$ cat config.mk
export PLATFORM = sky130hd
export DESIGN_NAME = sb_config_loader
export DESIGN_NICKNAME = d
export VERILOG_FILES = /design/src/rtl/sb_cfg_pkg.sv /design/src/rtl/sb_cfg_serializer.sv /design/src/rtl/sb_config_loader.sv
export SDC_FILE = /design/constraint.sdc
export NUM_CORES = 1
export LEC_CHECK = 0
export CORE_MARGIN = 2
export CORE_UTILIZATION = 28
export CTS_BUF_LIST = sky130_fd_sc_hd__clkbuf_16
export CTS_CLUSTER_SIZE = 40
export DETAILED_ROUTE_END_ITERATION = 8
export DONT_BUFFER_PORTS = 1
export SLEW_MARGIN = 25
export SYNTH_ARGS = -nofsm -noshare
export SYNTH_HDL_FRONTEND = slang
export SYNTH_SLANG_ARGS = --single-unit
$ cat constraint.sdc
create_clock -name clk -period 5 [get_ports clk]
set_input_delay 1 -clock clk [delete_from_list [all_inputs] [get_ports clk]]
set_output_delay 1 -clock clk [all_outputs]
set_load 0.02 [all_outputs]
$ cat src/rtl/sb_cfg_pkg.sv
// Shared types and sizing helpers for the switchbox scan-chain loader.
package sb_cfg_pkg;

  typedef enum logic [2:0] {
    IDLE   = 3'd0,
    LOAD   = 3'd1,
    VERIFY = 3'd2,
    DONE   = 3'd3,
    ERR    = 3'd4
  } sb_cfg_state_t;

  // Host words needed to cover the whole chain.
  function automatic int unsigned cfg_words(input int unsigned chain_len,
                                            input int unsigned word_w);
    return (chain_len + word_w - 1) / word_w;
  endfunction

  // Bits of the final word that are actually shifted into the chain.
  function automatic int unsigned last_bits(input int unsigned chain_len,
                                            input int unsigned word_w);
    return ((chain_len % word_w) == 0) ? word_w : (chain_len % word_w);
  endfunction

endpackage

$ cat src/rtl/sb_cfg_serializer.sv
// Word buffer that turns host words into an MSB-first bit stream with no
// bubble between back-to-back words; trims the unused tail of the last word.
module sb_cfg_serializer
  import sb_cfg_pkg::*;
#(
  parameter int unsigned CHAIN_LEN = 256,
  parameter int unsigned WORD_W    = 32
) (
  input  logic              clk,
  input  logic              nrst,
  input  logic              i_clear,
  input  logic              i_accept_en,
  input  logic              i_word_valid,
  input  logic [WORD_W-1:0] i_word_data,
  output logic              o_word_ready,
  output logic              o_shift,
  output logic              o_bit
);

  localparam int unsigned NWORDS = cfg_words(CHAIN_LEN, WORD_W);
  localparam int unsigned LAST   = last_bits(CHAIN_LEN, WORD_W);
  localparam int unsigned RW     = $clog2(WORD_W + 1);
  localparam int unsigned AW     = $clog2(NWORDS + 1);

  logic [WORD_W-1:0] r_buf;
  logic [RW-1:0]     r_rem;
  logic [AW-1:0]     r_words;
  logic              w_take;
  logic              w_last_word;

  // r_rem is the number of still-unshifted useful bits; a refill is allowed
  // in the cycle the final useful bit leaves so the stream stays continuous.
  always_comb begin
    o_shift      = (r_rem != '0);
    o_bit        = r_buf[WORD_W-1];
    o_word_ready = i_accept_en && (r_words < AW'(NWORDS)) && (r_rem <= RW'(1));
    w_take       = o_word_ready && i_word_valid;
    w_last_word  = (r_words == AW'(NWORDS - 1));
  end

  always_ff @(posedge clk or negedge nrst) begin
    if (!nrst) begin
      r_buf   <= '0;
      r_rem   <= '0;
      r_words <= '0;
    end else if (i_clear) begin
      r_buf   <= '0;
      r_rem   <= '0;
      r_words <= '0;
    end else if (w_take) begin
      r_buf   <= i_word_data;
      r_rem   <= w_last_word ? RW'(LAST) : RW'(WORD_W);
      r_words <= r_words + AW'(1);
    end else if (o_shift) begin
      r_buf   <= r_buf << 1;
      r_rem   <= r_rem - RW'(1);
    end
  end

endmodule

$ cat src/rtl/sb_config_loader.sv
// Scan-chain bitstream loader: serialises host words into the switchbox chain
// and optionally verifies it by recirculating once and comparing ones-counts.
module sb_config_loader
  import sb_cfg_pkg::*;
#(
  parameter int unsigned CHAIN_LEN = 256,
  parameter int unsigned WORD_W    = 32
) (
  input  logic              clk,
  input  logic              nrst,
  input  logic              start,
  input  logic              verify,
  input  logic              abort,
  input  logic              word_valid,
  input  logic [WORD_W-1:0] word_data,
  output logic              word_ready,
  output logic              cfg_en,
  output logic              cfg_data,
  input  logic              cfg_ret,
  output logic              busy,
  output logic              done,
  output logic              error
);

  localparam int unsigned CW = $clog2(CHAIN_LEN + 1);

  sb_cfg_state_t r_state;
  sb_cfg_state_t w_next;

  logic [CW-1:0] r_bit_cnt;
  logic [CW-1:0] r_ones_ld;
  logic [CW-1:0] r_ones_vf;
  logic          r_verify;

  logic          w_start_ok;
  logic          w_accept_en;
  logic          w_ser_clear;
  logic          w_ser_shift;
  logic          w_ser_bit;
  logic          w_last;
  logic [CW-1:0] w_ones_vf_nxt;

  always_comb begin
    w_start_ok    = start && !abort &&
                    ((r_state == IDLE) || (r_state == DONE) || (r_state == ERR));
    w_accept_en   = (r_state == LOAD) && !abort;
    w_ser_clear   = w_start_ok || abort;
    w_last        = (r_bit_cnt == CW'(CHAIN_LEN - 1));
    w_ones_vf_nxt = r_ones_vf + CW'(cfg_ret);
  end

  sb_cfg_serializer #(
    .CHAIN_LEN (CHAIN_LEN),
    .WORD_W    (WORD_W)
  ) u_ser (
    .clk          (clk),
    .nrst         (nrst),
    .i_clear      (w_ser_clear),
    .i_accept_en  (w_accept_en),
    .i_word_valid (word_valid),
    .i_word_data  (word_data),
    .o_word_ready (word_ready),
    .o_shift      (w_ser_shift),
    .o_bit        (w_ser_bit)
  );

  always_ff @(posedge clk or negedge nrst) begin
    if (!nrst) r_state <= IDLE;
    else       r_state <= w_next;
  end

  // Next state and chain-side outputs; abort overrides every transition.
  always_comb begin
    w_next   = r_state;
    cfg_en   = 1'b0;
    cfg_data = 1'b0;
    busy     = 1'b0;
    done     = 1'b0;
    error    = 1'b0;
    case (r_state)
      IDLE: begin
        if (start) w_next = LOAD;
      end
      LOAD: begin
        busy     = 1'b1;
        cfg_en   = w_ser_shift;
        cfg_data = w_ser_bit;
        if (w_ser_shift && w_last) w_next = r_verify ? VERIFY : DONE;
      end
      VERIFY: begin
        busy     = 1'b1;
        cfg_en   = 1'b1;
        cfg_data = cfg_ret;
        if (w_last) w_next = (w_ones_vf_nxt == r_ones_ld) ? DONE : ERR;
      end
      DONE: begin
        done = 1'b1;
        if (start) w_next = LOAD;
      end
      ERR: begin
        error = 1'b1;
        if (start) w_next = LOAD;
      end
      default: w_next = IDLE;
    endcase
    if (abort) w_next = IDLE;
  end

  // Shift position and ones-counts for the load and verify passes.
  always_ff @(posedge clk or negedge nrst) begin
    if (!nrst) begin
      r_bit_cnt <= '0;
      r_ones_ld <= '0;
      r_ones_vf <= '0;
      r_verify  <= 1'b0;
    end else if (w_start_ok) begin
      r_bit_cnt <= '0;
      r_ones_ld <= '0;
      r_ones_vf <= '0;
      r_verify  <= verify;
    end else if ((r_state == LOAD) && cfg_en) begin
      r_ones_ld <= r_ones_ld + CW'(cfg_data);
      if (w_last) begin
        r_bit_cnt <= '0;
        r_ones_vf <= '0;
      end else begin
        r_bit_cnt <= r_bit_cnt + CW'(1);
      end
    end else if (r_state == VERIFY) begin
      r_ones_vf <= w_ones_vf_nxt;
      r_bit_cnt <= w_last ? '0 : (r_bit_cnt + CW'(1));
    end
  end

endmodule

* Yosys cells after proc, flatten, opt, wreduce, memory -nomap -nowiden
Index checks and enable logic that the tools add are counted.
Operators by class: add/sub/neg operators 5, multipliers 0, div/mod/pow operators 0, magnitude comparators 2, equal/unequal tests 10, shifts and indexed selects 0, multiplexer cells 30, bitwise logic cells 0, reductions and logical operators 22
Operator list (number):
- 32-bit two-way mux | 3
- 9-bit two-way mux | 10
- 9-bit by 1-bit adder with 9-bit output | 2
- 6-bit two-way mux | 3
- 3-bit two-way mux | 5
- 9-bit by 1-bit adder with 9-bit output, second input constant | 1
- 9-bit by 8-bit equality test with 1-bit output, second input constant | 1
- 9-bit equality test | 1
- 3-bit inequality test, second input constant | 3
- 3-bit one-hot mux with 3 select lines | 1
- 1-bit logical AND | 8
- 4-bit two-way mux | 2
- 3-bit by 2-bit equality test with 1-bit output, second input constant | 2
- 6-bit by 1-bit less-or-equal comparator with 1-bit output, second input constant | 1
- 3-bit nonzero test | 2
- 6-bit nonzero test | 1
- 6-bit by 1-bit subtractor with 6-bit output, second input constant | 1
- 4-bit by 1-bit adder with 4-bit output, second input constant | 1
- 4-bit less-than comparator, second input constant | 1
- 1-bit two-way mux | 4
- 1-bit one-hot mux with 2 select lines | 2
- 2-bit nonzero test | 2
- 3-bit by 1-bit equality test with 1-bit output, second input constant | 1
- 3-bit equality test, second input constant | 1
- 8 further kinds | 10
Storage, ports and cells: flip-flop bits (word level) 73, latch bits 0, memory bits (writable) 0, ROM bits 0, input bits 39, output and inout port bits 6, logic and storage cells 77, memories kept 0

* Longest topological paths before layout
Gate-level depths: netlist (run 1).
depth after elaboration 7, depth in mapped cells 11, depth with buffers taken out 10

* By module
From an unflattened synthesis (run 1), not the netlist that was laid out.
Second synthesis, totals: cells, all modules 482, area, all modules 4494.3 sq um
Modules (own cells, without submodules):
- sb_cfg_serializer | times used 1, cells an instance 262, area each 2483.6 sq um, sequential area each 1051.0 sq um
- sb_config_loader | times used 1, cells an instance 220, area each 2010.7 sq um, sequential area each 775.7 sq um

* Worst setup path before layout (run 1)
OpenSTA, ideal clock, no wires.
kind in2out, start point in abort, end point out word_ready, arrival time 2.139 ns, data required time 4.000 ns, path slack 1.861 ns, stages on the path 4, path buffers 1, cells stage by stage clkbuf_1 -> nor2_1 -> o21ai_0 -> nor4_1
Between the ends: cells in the longest elaborated chain, start to end 4
RTL lines:
- from (decl) | line sb_config_loader.sv:13 | input logic abort,
- 1-bit zero test | line sb_config_loader.sv:46 | w_accept_en = (r_state == LOAD) && !abort;
- 1-bit logical AND | line sb_config_loader.sv:46
- 1-bit logical AND (2 in a row) | line sb_cfg_serializer.sv:36 | o_word_ready = i_accept_en && (r_words < AW'(NWORDS)) && (r_rem <= RW'(1));
- to (decl) | line sb_config_loader.sv:16 | output logic word_ready,
Every way passes these cells.

* Worst setup path after layout (run 1)
start point reg r_state[1], end point out cfg_data
Between the ends: cells in the longest elaborated chain, start to end 2, elaborated cells on any way between the ends 3, those cells by class eq/ne (2); mux (1)
RTL lines:
- from (decl) | line sb_config_loader.sv:27 | sb_cfg_state_t r_state;
- from (signal assigned) | line sb_config_loader.sv:69 | else r_state <= w_next;
- 3-bit by 2-bit equality test with 1-bit output / 3-bit by 1-bit equality test with 1-bit output (equally long branches) | line sb_config_loader.sv:80 | case (r_state)
- 1-bit one-hot mux with 2 select lines * | line sb_config_loader.sv:80
- to (decl) | line sb_config_loader.sv:18 | output logic cfg_data,
Every way passes the cells marked *; elsewhere a longest branch is shown, timed or not.

==> results of run 1 <==
[cell usage in the layout (no fill, tap or decap), types with 3 or more instances in the layout]
cell type,instances
dfrtp_1,73
nor2_1,64
mux2i_1,36
a211oi_2,32
nand2_1,24
o21ai_0,18
xor2_1,17
a21oi_1,13
inv_1,9
xnor2_1,9
ha_1,9
clkbuf_16,9
or3_1,8
nand3_1,8
nand4_1,7
nor3_1,4
nor3_2,3
o22ai_1,3
o31ai_1,3
a211oi_1,3
[critical path, delay by kind of cell, from the launching register on]
family | cells | cell delay [ns]
compound gates | 1 | 0.40
buf+inv | 1 | 0.14
flops | 1 | 0.46
simple gates | 2 | 0.91
[final timing paths]
kind | endpoint | slack, ns | cells after the start
worst max-delay path | cfg_data | 1.74 | 4
worst min-delay path | u_ser.r_buf[15] | 0.35 | 0
worst max register to register | r_ones_ld[7] | 1.96 | 8
worst min register to register | r_ones_vf[0] | 0.51 | 1
max in group asynchronous | r_ones_ld[7] | 4.50 | 0
min in group clk | r_ones_vf[0] | 0.51 | 1
[layer usage]
metal  vias up  wire [um]  global-route usage (%)
met5         -          0                       0
li1       1447          -                       -
met1      1414       3960                    14.7
met4         0        195                    5.30
met2        66       4060                    17.6
met3        16        426                    2.99
[state kept, by name, indices dropped and copies added, names as in the netlist]
| name | count |
|---|---|
| r_ones_ld | 9 |
| r_ones_vf | 9 |
| u_ser.r_buf | 32 |
| u_ser.r_rem | 6 |
| u_ser.r_words | 4 |
| r_bit_cnt | 9 |
| r_state | 3 |
| r_verify | 1 |
[layout make-up]
type                    instances  share of cell area [%]
multi-input cells             301                    48.2
flip-flops and latches         73                    39.4
well taps                     184                    4.96
clock buffers                   9                    4.85
clock inverters                 7                    1.51
inverters                       9                   0.836
repair buffers                  2                   0.324
[cells by family (layout without fill, tap and decap cells)]
family	count (synthesis)	after routing	share of synthesized area, %
XOR/XNOR	26	26	5.40
AND/OR/NAND/NOR	139	139	16.6
buffers and inverters	34	27	4.18
AO/OA/AOI/OAI	89	89	18.8
multiplexers	38	38	9.07
flip-flops	73	73	43.3
adder cells (fa/ha/maj)	9	9	2.67
[metrics by stage]
| step | cell area [sq um] | cells | power [uW] | worst slack, ns |
|---|---|---|---|---|
| after detailed placement | 4340 | 569 | 1220 | 1.97 |
| after floorplan | 4220 | 408 | 1140 | 1.86 |
| after CTS | 4640 | 585 | 1870 | 1.72 |
| final | 4640 | 585 | 1850 | 1.74 |
| after global routing | 4640 | 585 | 1950 | 1.58 |
| after global placement | 4330 | 569 | 1200 | 1.76 |
[power groups by stage]
stage | Clock [uW] | Combinational (uW) | Sequential (uW)
floorplan | 0 | 452 | 683
global placement | 0 | 508 | 696
detailed placement | 0 | 518 | 699
CTS | 661 | 520 | 689
global route | 690 | 564 | 698
finish | 645 | 512 | 689
==> key figures, run 1 <==
Detailed routing
  • WL/cell: 14.8 um
  • Via Count: 2,943
  • Initial DRC count: 78
  • Final wirelength: slightly below 9000 um
  • First drt pass iteration count: 4
  • Detailed-route DRC error count: 0
  • Vias/cell: 5.03
  • Detail Route Antenna Nets: 0

Power and ir drop
  • Seq pwr share: 37.3%
  • Maximum VDD drop: 0.232 mV
  • PwrDens: 398 nW/um^2
  • Gate power share: between 20% and 30%
  • Clock Power Share: between 30% and 40%
  • Sw Ratio: 33.2%
  • Leakage Power: approximately 0.002 uW
  • Cell-internal power: approximately 1200 uW
  • Psw: roughly 610 uW

Synth
  • Post-synth EDFFs: 0
  • Mapped cell area: between 4000 and 5000 sq um
  • Synth unique cells: between 50 and 60
  • Post-Synthesis Net Count: between 400 and 500
  • Mean Syn Cell Area: 10.3 sq um
  • Yosys top cell area share: 43.3%
  • Commonest cells post-synth: dfrtp_1, nor2_1, mux2i_1
  • Warnings from Yosys: 0
  • Cells after synthesis: between 400 and 500
  • Largest area contributor in the netlist: dfrtp_1
  • Register bit total from synthesis: 73
  • Top_reg_cell synth: dfrtp_1
  • Async SR Flop Fraction: 100%
  • Most frequent cell after synthesis: dfrtp_1
  • Sequential-to-total area share from yosys stat: between 40% and 50%
  • Synth area leaders: dfrtp_1, a211oi_2, mux2i_1

Floorplan
  • Die area: 16,100 sq um
  • Starting Density: 28.8%
  • Core box area: 14,600 sq um
  • Num rows: 44
  • Die H: about 130 um
  • Die width: about 130 um
  • IO Pins: between 40 and 50

Final layout
  • Layout cells sized above 1: 16.7%
  • Area of the multi-input gates: approximately 2200 sq um
  • Final Net Count: between 400 and 500
  • Antenna cells: 0
  • Storage cell area: 1830 sq um
  • Synth-to-Final Area Change: 9.96%
  • Fill cells: 1,485
  • Final design utilization: 31.7%

Timing
  • Final Hold Fails: 0
  • Slew HR: about 33%
  • Achievable clock frequency: between 300 and 400 MHz
  • Clock skew: ~0.010 ns
  • Final Cycle Share: 65.3%
  • Tmin final: 3.26 ns
  • Setup total negative slack: 0 ns
  • RSZ-0062 raised after global routing: false
  • Slew @ Worst Pin: a little over 1 ns
  • Final setup viols: 0
  • Final hold slack: approximately 0.35 ns
  • Final Max Tran Viols: 0

Placed design
  • I/O Buffers: 0
  • DP HPWL: between 5000 and 6000 um
  • Placer Congestion: 0.824

CTS
  • CTS sink cnt: 73
  • Htree depth: 3
  • CTS Buffer Depth: 2
  • Clk root buf: clkbuf_16
  • Setup bufs post-CTS: 0
  • Post-CTS sizing: 0
  • # hold bufs at CTS: 0
  • Num CTS Buffers: 9
  • Clock slew at reported path FFs: 0.07 ns
  • CTS tree: done
  • Worst skew pair latency: 0.34 ns

Worst setup path
  • Critical path, cell by cell: inv_1 -> nor3_2 -> nand2_1 -> o21ai_0
  • Worst EP arrival: between 2 and 2.5 ns
  • CP Launch Type: flop
  • Crit Path Class: flop to output pin
  • Critical path origin: r_state[1]
  • CP endpoint kind: output pin
  • Worst path slowest cell: nor3_2
  • Critical Path RT: 4.00 ns
  • Worst path max stage delay: 0.74 ns
  • CP max FO: 12
  • R2R Path Start: r_state[1]

GRT
  • GR Overflow Total: 0
  • Largest net degree at the start of global routing: 74
  • First-pass GRT wire length: 14,700 um
  • GRT Resource Usage Total: 11.3%
  • Vias in the first global route: 2,958
  • Initial antenna violation count: 0

Flow run
  • Max-capacitance violation count: 0

Hold path
  • Hold Path Class: input pin to async pin

Status
  • Status: complete, no violations
Power figures use the tool's default switching activity.
==> inputs of run 2 (changes only) <==
Clock period 5 ns to 2.85 ns, I/O delays scaled along.
==> key figures, run 2 (synthesized netlist as in run 1, its figures left out) <==
Detailed routing
  • First drt pass iteration count: 4
  • WL/cell: 14.9 um
  • Vias/cell: 5.09
  • Initial DRC count: 102
  • Detailed-route DRC error count: 0
  • Detail Route Antenna Nets: 0
  • Via Count: between 3,000 and 4,000
  • Final wirelength: ~9000 um

Worst setup path
  • Worst path slowest cell: dfrtp_1
  • Critical path, cell by cell: inv_1 -> ha_1 -> nor2b_1 -> a21oi_4 -> nor2_4 -> clkinv_4
  • Critical Path RT: 2.28 ns
  • CP Launch Type: flop
  • Worst path max stage delay: 0.42 ns
  • Crit Path Class: flop to output pin
  • CP max FO: 8
  • Reg2Reg Depth: 7
  • CP endpoint kind: output pin
  • Worst EP arrival: a little under 2 ns

CTS
  • Post-CTS sizing: 0
  • Clock slew at reported path FFs: ~0.06 ns
  • CTS sink cnt: 73
  • Htree depth: 3
  • Setup bufs post-CTS: 0
  • Num CTS Buffers: 9
  • Clk root buf: clkbuf_16
  • Worst skew pair latency: ~0.33 ns
  • CTS Buffer Depth: 2
  • CTS tree: done
  • # hold bufs at CTS: 1

Floorplan
  • Die width: roughly 130 um
  • Die H: 127 um
  • Core box area: 14,600 sq um
  • Die area: 16,100 sq um
  • IO Pins: 45
  • Num rows: 44
  • Starting Density: 28.8%

Timing
  • Final Worst Setup Slack: around 0.33 ns
  • Final Max Tran Viols: 0
  • RSZ-0062 raised after global routing: false
  • Final Hold Fails: 0
  • Achievable clock frequency: 396 MHz
  • Slew HR: between 50% and 60%
  • Clock skew: 0.00858 ns
  • Tmin final: 2.52 ns
  • Final setup viols: 0
  • Slew @ Worst Pin: 0.661 ns
  • Final Cycle Share: 88.6%
  • Setup total negative slack: 0 ns
  • Final hold slack: 0.120 ns

Status
  • Status: complete, no violations

Final layout
  • Design Area, Final: 4720 sq um
  • Number of flip-flops under the largest register name: 32
  • Final Net Count: 457
  • Synth-to-Final Area Change: 11.8%
  • Most common library cell in the layout ignoring fill and taps: dfrtp_1
  • Final design utilization: about a third
  • Antenna cells: 0
  • Biggest register: u_ser.r_buf
  • Fill cells: 1,539
  • Layout cells sized above 1: 18.4%
  • Most frequent cells in the layout: dfrtp_1, nor2_1, mux2i_1, a211oi_2, nand2_1

GRT
  • GR Overflow Total: 0
  • Vias in the first global route: ~3,200
  • Largest net degree at the start of global routing: 74
  • Initial antenna violation count: 0
  • First-pass GRT wire length: ~15,000 um
  • GRT Resource Usage Total: 12.0%

Power and ir drop
  • Maximum VDD drop: 0.533 mV
  • PwrDens: 665 nW/um^2
  • Leakage Power: 0.00202 uW

Placed design
  • Pre-CTS setup slack: 0.382 ns
  • Placer Congestion: 0.871
  • Post-DP Area: about 4400 sq um
  • I/O Buffers: 0
  • DP HPWL: 6350 um

Hold path
  • Hold Path Class: input pin to async pin

Flow run
  • Max-capacitance violation count: 0
[run 2: final cells by class]
class                   count  area (sq um)  area share (%)
clock buffers               9           225            4.77
inverters                   9          38.8           0.822
multi-input cells         301          2220            47.1
flip-flops and latches     73          1830            38.7
clock inverters             6          27.5           0.584
well taps                 184           230            4.88
repair buffers             15           145            3.08
[run 2: critical path, delay by kind of cell, from the launching register on]
family / cells / cell delay (ns)
adder cells (fa/ha/maj): 1 / 0.17
flip-flops: 1 / 0.42
AND/OR/NAND/NOR: 2 / 0.56
buffers and inverters: 2 / 0.29
AO/OA/AOI/OAI: 1 / 0.17
[run 2: path summary, 6_finish.rpt]
path	from	endpoint	slack (ns)
min reg2reg	r_ones_vf[0]	r_ones_vf[0]	0.52
max in group asynchronous	nrst	u_ser.r_rem[5]	2.43
min in group clk	abort	r_state[2]	0.33
min	nrst	u_ser.r_buf[17]	0.12
max	u_ser.r_rem[0]	cfg_en	0.33
max reg2reg	r_state[1]	u_ser.r_words[1]	0.42
[run 2: through the flow]
step,power (uW),cells
final,3140,597
after CTS,3170,597
after floorplan,1990,408
after detailed placement,2160,581
after global routing,3320,597
after global placement,2140,581
[run 2: power breakdown]
group          internal, uW  leakage (uW)  switching (uW)
registers              1120       0.00101            79.6
logic                   388      0.000887             566
clock network           569      0.000125             411
total                  2080       0.00202            1060
[run 2: layer usage]
layer | share of wire, % | vias up | GRT usage [%] | routed length, um
li1 | - | 1467 | - | -
met1 | 42 | 1479 | 14.0 | 3720
met2 | 49 | 77 | 20.1 | 4330
met3 | 6.9 | 18 | 3.75 | 616
met4 | 2.7 | 0 | 5.62 | 238
met5 | 0 | - | 0 | 0
==> inputs of run 3 (changes only) <==
Clock period 2.85 ns to 2.4 ns, I/O delays scaled along.
==> key figures, run 3 (synthesized netlist as in run 1, its figures left out) <==
Final layout
  • Fill cells: 1,499
  • Number of flip-flops under the largest register name: 32
  • Most common library cell in the layout ignoring fill and taps: dfrtp_1
  • Layout Cells excl Fill: 603
  • Final design utilization: 33.2%
  • Most frequent cells in the layout: dfrtp_1, nor2_1, mux2i_1, a211oi_2, nand2_1
  • Final Net Count: 461
  • Area of the multi-input gates: 2260 sq um
  • Layout cells sized above 1: 21.3%
  • Storage cell area: 1830 sq um
  • Biggest register: u_ser.r_buf
  • Synth-to-Final Area Change: 15.3%

Flow run
  • Max-capacitance violation count: 0

Timing
  • Final Cycle Share: 97.8%
  • Slew HR: just under 60%
  • Tmin final: roughly 2.3 ns
  • Final Max Tran Viols: 0
  • Achievable clock frequency: 426 MHz
  • Final Hold Fails: 0
  • Slew @ Worst Pin: 0.632 ns
  • Clock skew: 0.00954 ns
  • Final setup viols: 0
  • Final Worst Setup Slack: 0.0539 ns

CTS
  • CTS sink cnt: 73
  • Num CTS Buffers: 9
  • Setup bufs post-CTS: 0
  • Clk root buf: clkbuf_16
  • Worst skew pair latency: approximately 0.34 ns
  • Htree depth: 3
  • CTS Buffer Depth: 2
  • Clock slew at reported path FFs: 0.06 ns
  • CTS tree: done

GRT
  • First-pass GRT wire length: 15,400 um
  • GR Overflow Total: 0
  • Largest net degree at the start of global routing: 74
  • Vias in the first global route: 3,109
  • Initial antenna violation count: 1
  • GRT Resource Usage Total: 12.0%

Detailed routing
  • First drt pass iteration count: 4
  • Detail Route Antenna Nets: 0
  • Vias/cell: 5.10
  • Top sig layer: met4
  • Initial DRC count: 103
  • Via Count: 3,078
  • Met3 routed WL: 507 um
  • Final wirelength: ~9000 um
  • Wire length on met2: roughly 4400 um
  • WL/cell: roughly 15 um
  • Met1 wire length: 4070 um
  • Detailed-route DRC error count: 0

Floorplan
  • IO Pins: between 40 and 50
  • Die width: 127 um
  • Num rows: 44
  • Core box area: 14,600 sq um
  • Starting Density: 28.8%
  • Die H: 127 um
  • Die area: 16,100 sq um

Power and ir drop
  • Psw: 1370 uW
  • Seq pwr share: 35.4%
  • Leakage Power: 0.00208 uW
  • Gate power share: between 30% and 40%
  • Cell-internal power: 2660 uW
  • Maximum VDD drop: 0.632 mV
  • Sw Ratio: 34.0%
  • Clock Power Share: 34.3%
  • PwrDens: 828 nW/um^2

Placed design
  • Placer Congestion: about 0.86
  • Post-Place Cells: 585
  • DP HPWL: between 6000 and 7000 um
  • I/O Buffers: 0
  • Pre-CTS setup slack: -0.0674 ns

Hold path
  • Hold Path Class: input pin to async pin

Worst setup path
  • Critical path, cell by cell: or3b_4 -> buf_4 -> nor4_4 -> buf_4
  • Worst path slowest cell: dfrtp_2
  • CP endpoint kind: output pin
  • Crit Path Class: flop to output pin
  • Critical Path RT: roughly 1.9 ns
  • Worst path max stage delay: 0.44 ns
  • CP Launch Type: flop
  • Cell with the most instances on the worst path: buf_4
  • Worst EP arrival: roughly 1.9 ns
  • CP max FO: 7

Status
  • Status: complete, no violations
run 3: cell types whose count changed in the layout (fill, tap and decap cells not counted), moves of 2 or more:
cell / delta
clkinv_4: +2
buf_12: +2
buf_4: +2
inv_6: +2
clkinv_1: -3
run 3: final timing paths:
check	start	end	slack (ns)	cells past startpoint
max	r_state[1]	word_ready	0.05	4
min	nrst	u_ser.r_buf[16]	0.03	1
max reg2reg	r_ones_vf[0]	r_state[0]	0.17	8
min reg2reg	u_ser.r_words[3]	u_ser.r_words[3]	0.52	2
max in group asynchronous	nrst	u_ser.r_rem[0]	2.06	1
min in group clk	abort	r_state[2]	0.24	1
run 3: power groups by stage:
stage / clock network [uW] / registers, uW / logic, uW
after floorplan: 0 / 1420 / 944
after global placement: 0 / 1440 / 1150
after detailed placement: 0 / 1440 / 1180
after CTS: 1420 / 1420 / 1220
after global routing: 1480 / 1440 / 1330
final: 1380 / 1430 / 1220
run 3: area by class of cell:
class                      instances  share of cell area, %
clock buffer                       9                   4.63
timing repair buffer              19                   4.12
sequential                        73                   37.6
antenna                            1                 0.0514
inverter                           9                  0.797
tap                              184                   4.73
clock inverter                     7                   1.59
multi-input combinational        301                   46.5
run 3: per-layer routing:
metal	vias to the layer above	track usage (%)
met2	60	19.0
li1	1489	-
met1	1510	14.8
met3	19	4.18
met4	0	5.17
met5	-	0
run 3: metrics by stage:
stage / hold WS [ns] / total power [uW] / TNS, ns / cell area, sq um
5_1_grt: 0.0356 / 4260 / -0.0103 / 4860
3_3_place_gp: 0.187 / 2590 / 0 / 4500
6_report: 0.0251 / 4030 / 0 / 4860
2_1_floorplan: 0.184 / 2370 / 0 / 4230
4_1_cts: 0.0404 / 4050 / 0 / 4840
3_5_place_dp: 0.187 / 2620 / -0.146 / 4500
run 3: timing repair:
| item | CTS | global route |
|---|---|---|
| endpoints found under the hold margin | 73 | 0 |
| gates resized for setup | 2 | 4 |
| hold buffers | 1 | 0 |
| pin swaps | 0 | 0 |
| endpoints found under the setup margin | 1 | 5 |
run 3: critical path: cells and delay by family, from the launching register on:
| family | cells | cell delay [ns] |
|---|---|---|
| buffers and inverters | 2 | 0.37 |
| flip-flops | 1 | 0.44 |
| AND/OR/NAND/NOR | 2 | 0.71 |
==> patch: new RTL, flow settings as in run 3 <==
`WORD_W` is set to 32 in 2 places; all go to 64.
--- a/src/rtl/sb_cfg_serializer.sv
+++ b/src/rtl/sb_cfg_serializer.sv
@@ -4,7 +4,7 @@
   import sb_cfg_pkg::*;
 #(
   parameter int unsigned CHAIN_LEN = 256,
-  parameter int unsigned WORD_W    = 32
+  parameter int unsigned WORD_W    = 64
 ) (
   input  logic              clk,
   input  logic              nrst,
--- a/src/rtl/sb_config_loader.sv
+++ b/src/rtl/sb_config_loader.sv
@@ -4,7 +4,7 @@
   import sb_cfg_pkg::*;
 #(
   parameter int unsigned CHAIN_LEN = 256,
-  parameter int unsigned WORD_W    = 32
+  parameter int unsigned WORD_W    = 64
 ) (
   input  logic              clk,
   input  logic              nrst,
Interface: changed (resized word_data); port bits go from 45 to 77. No check against the original RTL was run, so the function may have changed too.
==> patch against run 3 <==
- the run now ends with negative hold slack left
- count of clock-buffer cells in the layout did not move
- critical path depth grew 2
- sequential cell count grew 32
- clock power up 9%
- synthesized area up 33%
- total power grew 72%
- setup slack improved by 19 ps
- wire length up 38%
- final area increased by 31%
- clock skew increased by 3.9 ps
- worst hold slack worse by 210 ps
- combinational power increased to 2.6 times the old value
- critical path type unchanged
- critical endpoint is now cfg_en
- largest power group is now combinational cells
==> patch: results (changes against run 3) <==
| Metric | Value |
|---|---|
| Worst path max stage delay | 410 ps (-30 ps) |
| Switching power | 2.767 mW (+100%) |
| Status | complete, but fails checks |
| Area share of xor/xnor cells in the synthesized design | 3.740% (-1.7 points) |
| VDD IR-drop max | 0.0009601 V (+52%) |
| Worst R2R End | r_ones_vf[4] |
| Largest net degree at the start of global routing | 106 (+43%) |
| Fin nets | 657 (+43%) |
| Final std cells w/o fill | 847 (+40%) |
| Most instantiated library cell after synthesis | dfrtp_1 |
| Routed wire length per instance | 14.80 um (-2.0%) |
| Synth Area in Adders | 2.004% (-0.66 points) |
| First-pass GRT wire length | 20,690 um (+34%) |
| Antenna fix cells | 0 (-1) |
| R2R cell count | 7 (-1) |
| Critical-path maximum fanout | 6 (-1) |
| Synth Area in Compound Gates | 16.30% (-2.5 points) |
| GR Util All Layers | 11.85% (-0.11 points) |
| Vias in the first global route | 3,966 (+28%) |
| DP Wirelength | 8190 um (+33%) |
| Top cells by area, synth | dfrtp_1 47%, mux2i_1 11%, a211oi_1 8.8% |
| Clock Skew | 13.44 ps (+3.907 ps) |
| FF-to-FF setup slack | 220 ps (+50 ps) |
| DP Cell Count | 825 (+41%) |
| Crit path DAT | 1850 ps (-20 ps) |
| Max Cap Viol | 0 (unchanged) |
| Initial antenna violation count | 0 (-1) |
| Vias per cell | 4.917 (-3.7%) |
| Cell family with most CP delay | simple AND/OR/NAND/NOR gates |
| Starting DRT DRC Count | 284 (+180%) |
| Hold WS | -185.1 ps (-210.2 ps) |
| Clock transition at path regs | 80 ps (+20 ps) |
| Unique masters post-synth | 54 (+3.8%) |
| Post-Syn Nets | 655 (+44%) |
| Max reg flops | 64 (+100%) |
| Seq/Total Area, Yosys | 46.75% (+3.5 points) |
| Final hold violations | 105 (+105) |
| Hold WC Path Type | in2async |
| Main combinational cell family by area after synthesis | compound AO/OA/AOI/OAI gates |
| Static Leak | 2.909 nW (+40%) |
| DRT Pass-1 Iters | 5 (+1) |
| Worst r2r src | r_bit_cnt[0] |
| Worst-margin pin slew | 717.8 ps (+85.45 ps) |
| Slowest CP cell | or3b_4 |
| Share of cells above drive strength 1 | 10.82% (-10 points) |
| Final Wtd Congestion | 0.7953 (-7.2%) |
| Multiplexer share of the synthesized area | 11.80% (+2.7 points) |
| Failing checks | negative hold slack |
| Mean Syn Cell Area | 9.775 um^2 (-5.5%) |
| Synth cell count leaders | 105 x dfrtp_1, 103 x nor2_1, 66 x a211oi_1, 64 x mux2i_1, 32 x nand2_1 |
| Clock latency at the later pin of the worst-skew pair | 360 ps (+20 ps) |
| Port bufs | 0 (unchanged) |
patch: logic make-up (layout without fill, tap and decap cells):
family	Yosys count	in the layout
muxes	66	66
adders and majority gates	9	9
and+or+nand+nor	193	193
xor gates and xnor gates	24	24
AOI/OAI and AO/OA	131	131
buffers and inverters	47	54
DFF	105	105
patch: layer usage:
layer  vias up  global-route usage (%)  share of wire (%)
met2        86                   17.78                 44
met3        10                   4.138                6.8
met1      1981                   16.30                 48
met5         -                       0                  0
met4         0                   3.088                1.1
li1       2088                       -                  -
patch: power groups by stage:
stage	clock, mW	sequential (mW)	combinational (mW)
global placement	0	2.33	2.94
CTS	1.58	2.30	3.05
detailed placement	0	2.33	2.96
floorplan	0	2.25	2.32
finish	1.50	2.30	3.13
global route	1.63	2.35	3.41
patch: per-stage QoR:
| step | setup WS [ps] | area (um^2) | hold slack, ps | util, % | total power [mW] |
|---|---|---|---|---|---|
| floorplan | 160.6 | 5620 | 184.4 | - | 4.572 |
| global placement | 70.68 | 5987 | 189.7 | 30.56 | 5.277 |
| detailed placement | 14.77 | 5987 | 190.5 | 30.56 | 5.291 |
| CTS | 19.49 | 6332 | -204.2 | 32.32 | 6.931 |
| global route | 17.76 | 6380 | -211.8 | 32.57 | 7.395 |
| finish | 72.50 | 6380 | -185.1 | 32.57 | 6.931 |
patch: worst max-delay path by stage:
stage	cells after the start	end	start
after floorplan	7	u_ser.r_rem[1]	abort
after global placement	7	r_ones_vf[6]	u_ser.r_rem[0]
after detailed placement	7	r_ones_vf[6]	u_ser.r_rem[0]
after CTS	6	cfg_en	u_ser.r_rem[0]
after global routing	6	cfg_en	u_ser.r_rem[1]
final	6	cfg_en	u_ser.r_rem[1]
patch: what timing repair did:
| item | 4_1_cts | 5_1_grt |
|---|---|---|
| setup buffers | 2 | 4 |
| pin swaps | 0 | 2 |
| hold endpoints to repair | 105 | 105 |
| endpoints found under the setup margin | 2 | 9 |
| resized for setup | 7 | 3 |
patch: cell type report:
class	count	area (um^2)
fillers	2063	13210
multi-input cells	423	2833
flip-flops and latches	105	2628
well taps	265	331.6
repair buffers	27	240.2
clock buffers	9	225.2
clock inverters	7	81.33
inverters	11	41.29
